--- config.mk ---
export PLATFORM = sky130hd
export DESIGN_NAME = universal_shift_register_flat
export DESIGN_NICKNAME = d
export VERILOG_FILES = /design/src/rtl/usr_pkg.sv /design/src/rtl/usr_if.sv /design/src/rtl/usr_shift_step.sv /design/src/rtl/universal_shift_register.sv /design/src/flat_wrapper.sv
export SDC_FILE = /design/constraint.sdc
export NUM_CORES = 1
export LEC_CHECK = 0
export CAP_MARGIN = 10
export CORE_MARGIN = 2
export CORE_UTILIZATION = 43
export CTS_CLUSTER_DIAMETER = 120
export CTS_CLUSTER_SIZE = 8
export DETAILED_ROUTE_END_ITERATION = 7
export GPL_TIMING_DRIVEN = 1
export HOLD_SLACK_MARGIN = 0.03
export PLACE_DENSITY = 0.75
export SYNTH_ARGS = -nofsm -noshare
export SYNTH_HDL_FRONTEND = slang
export SYNTH_SLANG_ARGS = --single-unit
--- constraint.sdc ---
create_clock -name clockPulse -period 1.4 [get_ports clockPulse]
set_input_delay 0.14 -clock clockPulse [delete_from_list [all_inputs] [get_ports clockPulse]]
set_output_delay 0.14 -clock clockPulse [all_outputs]
set_load 0.005 [all_outputs]
--- src/rtl/usr_pkg.sv ---
// Shared types and constants for the universal shift register.
package usr_pkg;

  typedef enum logic {
    IDLE  = 1'b0,
    BURST = 1'b1
  } state_t;

  localparam logic DIR_LEFT  = 1'b0;
  localparam logic DIR_RIGHT = 1'b1;

endpackage

--- src/rtl/usr_if.sv ---
// Control/data bundle of the universal shift register; master drives, slave is the register.
// Handshake: Start is sampled only while Busy=0; a burst runs while Busy=1 and ends
// with a one-cycle Done (never together with Busy); ParallelLoad aborts without Done.
interface usr_if #(
  parameter int WIDTH = 4,
  parameter int CNT_W = 3
);
  import usr_pkg::*;

  logic             ParallelLoad;
  logic             ShiftLeft;
  logic             ShiftRight;
  logic             Rotate;
  logic             ShiftInput;
  logic [WIDTH-1:0] Data;
  logic             Start;
  logic             Direction;
  logic [CNT_W-1:0] Count;
  logic [WIDTH-1:0] dataBus;
  logic             ShiftOutput;
  logic             Busy;
  logic             Done;
  state_t           fsmState;

  modport master (
    output ParallelLoad, ShiftLeft, ShiftRight, Rotate, ShiftInput, Data,
           Start, Direction, Count,
    input  dataBus, ShiftOutput, Busy, Done, fsmState
  );

  modport slave (
    input  ParallelLoad, ShiftLeft, ShiftRight, Rotate, ShiftInput, Data,
           Start, Direction, Count,
    output dataBus, ShiftOutput, Busy, Done, fsmState
  );

endinterface

--- src/rtl/usr_shift_step.sv ---
// Combinational one-position shifter shared by manual and burst shifts.
module usr_shift_step
  import usr_pkg::*;
#(
  parameter int WIDTH = 4
) (
  input  logic [WIDTH-1:0] value,
  input  logic             direction,
  input  logic             rotate,
  input  logic             shiftInput,
  output logic [WIDTH-1:0] nextValue,
  output logic             outBit
);

  logic fill;

  always_comb begin
    outBit    = 1'b0;
    fill      = 1'b0;
    nextValue = value;
    if (direction == DIR_LEFT) begin
      outBit    = value[WIDTH-1];
      fill      = rotate ? outBit : shiftInput;
      nextValue = {value[WIDTH-2:0], fill};
    end else begin
      outBit    = value[0];
      fill      = rotate ? outBit : shiftInput;
      nextValue = {fill, value[WIDTH-1:1]};
    end
  end

endmodule

--- src/rtl/universal_shift_register.sv ---
// Width-configurable shift register with load, manual shift/rotate and a counted burst engine.
module universal_shift_register
  import usr_pkg::*;
#(
  parameter int WIDTH = 4,
  parameter int CNT_W = 3
) (
  input logic clockPulse,
  input logic Reset,
  usr_if.slave bus
);

  localparam logic [CNT_W-1:0] CNT_ONE = {{(CNT_W-1){1'b0}}, 1'b1};

  state_t           state, nextState;
  logic [WIDTH-1:0] dataReg, dataNext;
  logic             shiftOutReg, shiftOutNext;
  logic             doneReg, doneNext;
  logic [CNT_W-1:0] remaining, remainingNext;
  logic             latchedDir, latchedDirNext;

  logic             stepDir;
  logic [WIDTH-1:0] stepValue;
  logic             stepOut;

  // Burst direction is frozen at Start; manual shifts resolve left-over-right.
  assign stepDir = (state == BURST) ? latchedDir
                 : (bus.ShiftLeft ? DIR_LEFT : DIR_RIGHT);

  usr_shift_step #(.WIDTH(WIDTH)) u_step (
    .value      (dataReg),
    .direction  (stepDir),
    .rotate     (bus.Rotate),
    .shiftInput (bus.ShiftInput),
    .nextValue  (stepValue),
    .outBit     (stepOut)
  );

  always_ff @(posedge clockPulse or negedge Reset) begin
    if (!Reset) begin
      state       <= IDLE;
      dataReg     <= '0;
      shiftOutReg <= 1'b0;
      doneReg     <= 1'b0;
      remaining   <= '0;
      latchedDir  <= DIR_LEFT;
    end else begin
      state       <= nextState;
      dataReg     <= dataNext;
      shiftOutReg <= shiftOutNext;
      doneReg     <= doneNext;
      remaining   <= remainingNext;
      latchedDir  <= latchedDirNext;
    end
  end

  always_comb begin
    nextState      = state;
    dataNext       = dataReg;
    shiftOutNext   = shiftOutReg;
    doneNext       = 1'b0;
    remainingNext  = remaining;
    latchedDirNext = latchedDir;
    case (state)
      IDLE: begin
        if (bus.ParallelLoad) begin
          dataNext     = bus.Data;
          shiftOutNext = 1'b0;
        end else if (bus.Start) begin
          latchedDirNext = bus.Direction;
          remainingNext  = bus.Count;
          if (bus.Count != '0) nextState = BURST;
          else                 doneNext  = 1'b1;
        end else if (bus.ShiftLeft || bus.ShiftRight) begin
          dataNext     = stepValue;
          shiftOutNext = stepOut;
        end
      end
      BURST: begin
        if (bus.ParallelLoad) begin
          dataNext      = bus.Data;
          shiftOutNext  = 1'b0;
          remainingNext = '0;
          nextState     = IDLE;
        end else begin
          dataNext      = stepValue;
          shiftOutNext  = stepOut;
          remainingNext = remaining - CNT_ONE;
          if (remaining == CNT_ONE) begin
            nextState = IDLE;
            doneNext  = 1'b1;
          end
        end
      end
      default: nextState = IDLE;
    endcase
  end

  assign bus.dataBus     = dataReg;
  assign bus.ShiftOutput = shiftOutReg;
  assign bus.Busy        = (state == BURST);
  assign bus.Done        = doneReg;
  assign bus.fsmState    = state;

endmodule

--- src/flat_wrapper.sv ---
// flat-port wrapper written by rule: the top's interface ports become plain ports
module universal_shift_register_flat import usr_pkg::*;
#(
  parameter int WIDTH = 4,
  parameter int CNT_W = 3
)
  (clockPulse, Reset, bus_ParallelLoad, bus_ShiftLeft, bus_ShiftRight, bus_Rotate, bus_ShiftInput, bus_Data, bus_Start, bus_Direction, bus_Count, bus_dataBus, bus_ShiftOutput, bus_Busy, bus_Done, bus_fsmState);
  usr_if #(.WIDTH(WIDTH), .CNT_W(CNT_W)) bus_i ();
  input logic clockPulse;
  input logic Reset;
  input wire logic [$bits(bus_i.ParallelLoad)-1:0] bus_ParallelLoad;
  input wire logic [$bits(bus_i.ShiftLeft)-1:0] bus_ShiftLeft;
  input wire logic [$bits(bus_i.ShiftRight)-1:0] bus_ShiftRight;
  input wire logic [$bits(bus_i.Rotate)-1:0] bus_Rotate;
  input wire logic [$bits(bus_i.ShiftInput)-1:0] bus_ShiftInput;
  input wire logic [$bits(bus_i.Data)-1:0] bus_Data;
  input wire logic [$bits(bus_i.Start)-1:0] bus_Start;
  input wire logic [$bits(bus_i.Direction)-1:0] bus_Direction;
  input wire logic [$bits(bus_i.Count)-1:0] bus_Count;
  output wire logic [$bits(bus_i.dataBus)-1:0] bus_dataBus;
  output wire logic [$bits(bus_i.ShiftOutput)-1:0] bus_ShiftOutput;
  output wire logic [$bits(bus_i.Busy)-1:0] bus_Busy;
  output wire logic [$bits(bus_i.Done)-1:0] bus_Done;
  output wire logic [$bits(bus_i.fsmState)-1:0] bus_fsmState;
  assign bus_i.ParallelLoad = bus_ParallelLoad;
  assign bus_i.ShiftLeft = bus_ShiftLeft;
  assign bus_i.ShiftRight = bus_ShiftRight;
  assign bus_i.Rotate = bus_Rotate;
  assign bus_i.ShiftInput = bus_ShiftInput;
  assign bus_i.Data = bus_Data;
  assign bus_i.Start = bus_Start;
  assign bus_i.Direction = bus_Direction;
  assign bus_i.Count = bus_Count;
  assign bus_dataBus = bus_i.dataBus;
  assign bus_ShiftOutput = bus_i.ShiftOutput;
  assign bus_Busy = bus_i.Busy;
  assign bus_Done = bus_i.Done;
  assign bus_fsmState = bus_i.fsmState;
  universal_shift_register #(.WIDTH(WIDTH), .CNT_W(CNT_W)) u_core (.clockPulse(clockPulse), .Reset(Reset), .bus(bus_i));
endmodule
; Yosys cells after proc, flatten, opt, wreduce, memory -nomap -nowiden
; Index checks and enable logic that the tools add are counted.
[classes]
n_eq_ne = 5
n_bitwise = 2
n_mux = 32
addsub = 1
reduce_logical = 5
[op_table]
columns = operator, n
row1 = 2-to-1 mux 4 bit, 5
row2 = 2-to-1 mux 1 bit, 19
row3 = 2-to-1 mux 3 bit, 3
row4 = one-hot mux 4 bit (2 select lines), 1
row5 = one-hot mux 1 bit (2 select lines), 3
row6 = one-hot mux 3 bit (2 select lines), 1
row7 = inequality test 2 bit (second input constant), 2
row8 = AND reduction 2 bit, 2
row9 = equality test 3 x 1 -> 1 bit (second input constant), 1
row10 = inequality test 3 x 2 -> 1 bit (second input constant), 1
row11 = inequality test 3 bit (second input constant), 1
row12 = AND reduction 3 bit, 1
row13 = nonzero test 3 bit, 1
row14 = subtractor 3 x 1 -> 3 bit (second input constant), 1
row15 = inverter 1 bit, 2
row16 = logical OR 1 bit, 1
[totals]
elab_cells = 51
regBits = 11

; Logic depth before layout (Yosys ltp)
[logic_depth]
depth_word = 7
ltp_mapped = 5
ltp_nobuf = 5

; Hierarchy
; From an unflattened synthesis, not the netlist that was laid out.
[unflattened]
hier_cells = 66
area_unflattened_um2 = 750.7
[by_module_without_submodules]
columns = mod, seq_area_each_um2, cells_each, n_inst, area_per_inst_um2
row1 = universal_shift_register, 275.3, 56, 1, 656.9
row2 = usr_shift_step, 0.0, 10, 1, 93.8

; Worst setup path before layout
; OpenSTA, ideal clock, no wires.
[synth_path]
path_type = flip-flop to flip-flop
from = register u_core.state, in the netlist u_core.bus.Busy
to = register u_core.dataReg[2], in the netlist u_core.bus.dataBus[2]
n_path_buf = 1
setup_time_ns = 0.094
slack_ns = 0.171
path_stages_with_launch = 5
period_less_slack_ns = 1.229
arrival_time_ns = 1.136
required_ns = 1.306
path_cell_list = dfrtp_1 buf_4 nand2b_4 and2_4 a221oi_2
[synth_between]
elab_chain_len = 6
[synth_lines]
columns = element, line
row1 = "start, declared", universal_shift_register.sv:15  ; state_t state, nextState;
row2 = "start signal, assigned", universal_shift_register.sv:48  ; state <= nextState;
row3 = 2-to-1 mux 1 bit, universal_shift_register.sv:27  ; assign stepDir = (state == BURST) ? latchedDir
row4 = 2-to-1 mux 4 bit, usr_shift_step.sv:21  ; if (direction == DIR_LEFT) begin
row5 = 2-to-1 mux 4 bit, universal_shift_register.sv:74  ; end else if (bus.ShiftLeft || bus.ShiftRight) begin
row6 = 2-to-1 mux 4 bit, universal_shift_register.sv:69  ; end else if (bus.Start) begin
row7 = 2-to-1 mux 4 bit, universal_shift_register.sv:66  ; if (bus.ParallelLoad) begin
row8 = one-hot mux 4 bit (2 select lines), universal_shift_register.sv:64  ; case (state)
row9 = "end signal, assigned", universal_shift_register.sv:49  ; dataReg <= dataNext;
row10 = "end, declared", universal_shift_register.sv:16  ; logic [WIDTH-1:0] dataReg, dataNext;
; Several ways; a longest one is shown, not always the timed one. The select of a mux whose other input is x is not followed.
; A chain may end at the register's enable or synchronous reset.

; Final worst setup path
[layout_path]
from = register u_core.state, in the netlist u_core.bus.Busy
to = output port bus_fsmState
[layout_lines]
columns = element, line
row1 = "end, declared", flat_wrapper.sv:24  ; output wire logic [$bits(bus_i.fsmState)-1:0] bus_fsmState;
; No word-level cell between the ends.

==> reports/qor.yml <==
run_status:
  status: "completed"
clock_network:
  cts_hold_buf: 0
  cts.sinks: 11
  htree_levels: 1
  cts_root_buffer: "clkbuf_4"
  cts_tree: "built"
  path_clk_slew_ns: 0.07
  cts-buffers-inserted: 3
  clock_latency_ns: 0.27
  clk_path_buf_depth: 2
timing:
  skew_ns: 0.00614
  tightest_slew_ns: 0.513
  layout_worst_path_cycle_share: 0.958
  fin_ws_ns: 0.0585
  slew_headroom: 0.657
  setup_viol: 0
  fmax_mhz: 745
  finalCriticalPeriod_ns: 1.34
  final-hold-violation-count: 0
  fin_hold_ws_ns: 0.206
  final_max_slew_viol_count: 0
  rsz0062_at_grt: "no"
worst_setup_path:
  end_kind: "output port"
  path_cells: "clkdlybuf4s50_1"
  cp_data_arrival_time_ns: 1.20
  slowest_delay_ns: 0.51
  crit_required_ns: 1.26
  critPathLaunchType: "flip-flop"
  crit_family: "buffers and inverters"
  path_max_fanout: 4
  worstSetupPathType: "reg -> out"
  slowest_stage: "clkdlybuf4s50_1"
  crit_buf_inv: 1
  reg2reg_slack_ns: 0.12
synthesis:
  synth_fp_nets: 89
  synth_top_family_by_area: "compound AO/OA/AOI/OAI gates"
  syn-cell-area_um2: 701
  yosysUniqueCellTypes: 28
  synth_top_area_frac: 0.393
  synth_ff_type: "dfrtp_1"
  synth_area_leaders: "dfrtp_1 (39%), mux2i_1 (7.1%), a221oi_2 (4.3%), inv_1 (4.3%), nand2_1 (3.8%)"
  async_flop_share: 1.00
  synthCells: 71
  synth_seq_area_share: 0.393
  yosysWarnings: 0
  avgSynthCellArea_um2: 9.87
  synth-simple-area-share: 0.148
  synthAdderAreaFrac: 0.0357
  synthXorXnorAreaFrac: 0.0125
  yosysTopAreaCell: "dfrtp_1"
  ys_seq_elements: 11
  synth_compound_area_frac: 0.216
  synth_edf_count: 0
  synth_mux_area_frac: 0.120
routing:
  vias_per_cell: 5.40
  wire_per_inst_um: 13.4
  drt_iter0_drc: 13
  num_vias: 643
  ant_nets: 0
  postRouteWirelength_um: 1590
  route.detailed.drc: 0
  firstDrtPassIters: 4
place:
  post-place-ws_ns: -0.152
  hpwl_um: 1260
  post_dp_cell_area_um2: 977
  routabilityCongestion: 0.756
  numPlacedInstances: 113
  io_buffers: 23
power:
  ir_drop_mv: 0.780
  power_leakage_nw: 0.457
  p_per_area_nw_per_um2: 1020
floorplan:
  fp.coreArea_um2: 1520
  dieArea_um2: 1970
  rows: 14
  start_util: 0.460
  die_y_um: 44.4
  ios: 24
  die_w_um: 44.4
finish:
  drive_gt1_frac: 0.204
  area_growth_pct: 45.5
  n_fill_cell: 126
  fin_area_um2: 1020
  multiInputGateArea_um2: 373
  stdcell_count: 119
  seq_area_um2: 277
  diodes: 0
  nNetsFinal: 122
grt:
  met2_usage: 0.300
  grt.met1_usage: 0.223
  top_usage_layer: "met2"
  grt_pass1_vias: 581
  grt_max_degree: 12
  grt_pass1_wl_um: 2510
  grt-ovfl-total: 0
  grt_usage: 0.186
  antenna_found_initial: 0
  grt_use_met3: 0.0735
flow_run:
  maxCapViolations: 0
hold_path:
  hp-class: "in -> async"
==> where the power goes <==
part | internal, mW | switching (mW) | total [mW] | leakage (nW)
combinational | 0.230 | 0.166 | 0.396 | 0.308
sequential | 0.375 | 0.0498 | 0.424 | 0.135
clock | 0.110 | 0.107 | 0.217 | 0.0150
==> metrics by stage <==
| step | TNS, ns | total power [mW] | util |
|---|---|---|---|
| finish | 0 | 1.04 | 0.669 |
| global route | 0 | 1.12 | 0.669 |
| CTS | 0 | 1.04 | 0.659 |
| detailed placement | -0.362 | 0.816 | 0.641 |
| global placement | -0.0550 | 0.805 | 0.641 |
| floorplan | 0 | 0.646 | - |
==> layer usage <==
| metal | part of all wire | vias to the layer above |
|---|---|---|
| met5 | 0 | - |
| met4 | 0.0082 | 0 |
| met3 | 0.058 | 2 |
| met2 | 0.50 | 16 |
| met1 | 0.43 | 310 |
| li1 | - | 315 |
==> final timing paths <==
check,from,end,depth (start not counted)
max in group asynchronous,Reset,u_core.bus.Busy,1
hold / removal,Reset,u_core.bus.Done,1
setup / recovery,u_core.bus.Busy,bus_fsmState,1
setup reg to reg,u_core.bus.Busy,u_core.latchedDir,4
min in group clockPulse,bus_Data[1],u_core.bus.dataBus[1],3
hold reg to reg,u_core.remaining[0],u_core.remaining[0],1
==> sequential cells by signal (all words and copies together) (netlist names) <==
name                    cells
u_core.latchedDir           1
u_core.remaining            3
u_core.bus.dataBus          4
u_core.bus.ShiftOutput      1
u_core.bus.Busy             1
u_core.bus.Done             1
==> synthesized netlist by cell type, drive strengths merged, types with 2 or more instances <==
library cell and n:
nand2 7, o31ai 2, a221oi 2, nor3 3, a32oi 3, inv 9
buf 3, a21oi 3, nor2 4, mux2i 6, o21ai 3, dfrtp 11
ha 2, nand2b 3
==> layout make-up <==
cell class | count | share of cell area
Inverter | 9 | 0.0331
Timing Repair Buffer | 31 | 0.285
Tap cell | 16 | 0.0196
Sequential cell | 11 | 0.271
Clock buffer | 4 | 0.0258
Multi-Input combinational cell | 48 | 0.366
==> kinds of logic (layout without fill, tap and decap cells) <==
| kind of cell | after synthesis | after routing |
|---|---|---|
| AND/OR/NAND/NOR | 20 | 20 |
| AO/OA/AOI/OAI | 18 | 18 |
| buffers and inverters | 12 | 44 |
| flip-flops | 11 | 11 |
| multiplexers | 7 | 7 |
| adder cells (fa/ha/maj) | 2 | 2 |
| XOR/XNOR | 1 | 1 |
==> what timing repair did <==
action                     in CTS  in global routing
resized for setup               1                  0
setup buffers                   0                  2
setup endpoints to repair       2                  2
==> layout by cell type (no fill, tap or decap), types with 3 or more instances in the layout <==
cell type,count
clkdlybuf4s50_1,23
dfrtp_1,10
inv_1,8
buf_4,8
nand2_1,7
mux2i_1,5
nor2_1,4
nor3_1,3
a32oi_1,3
o21ai_0,3
a21oi_1,3
clkbuf_4,3
(Power assumes the default switching activity.)
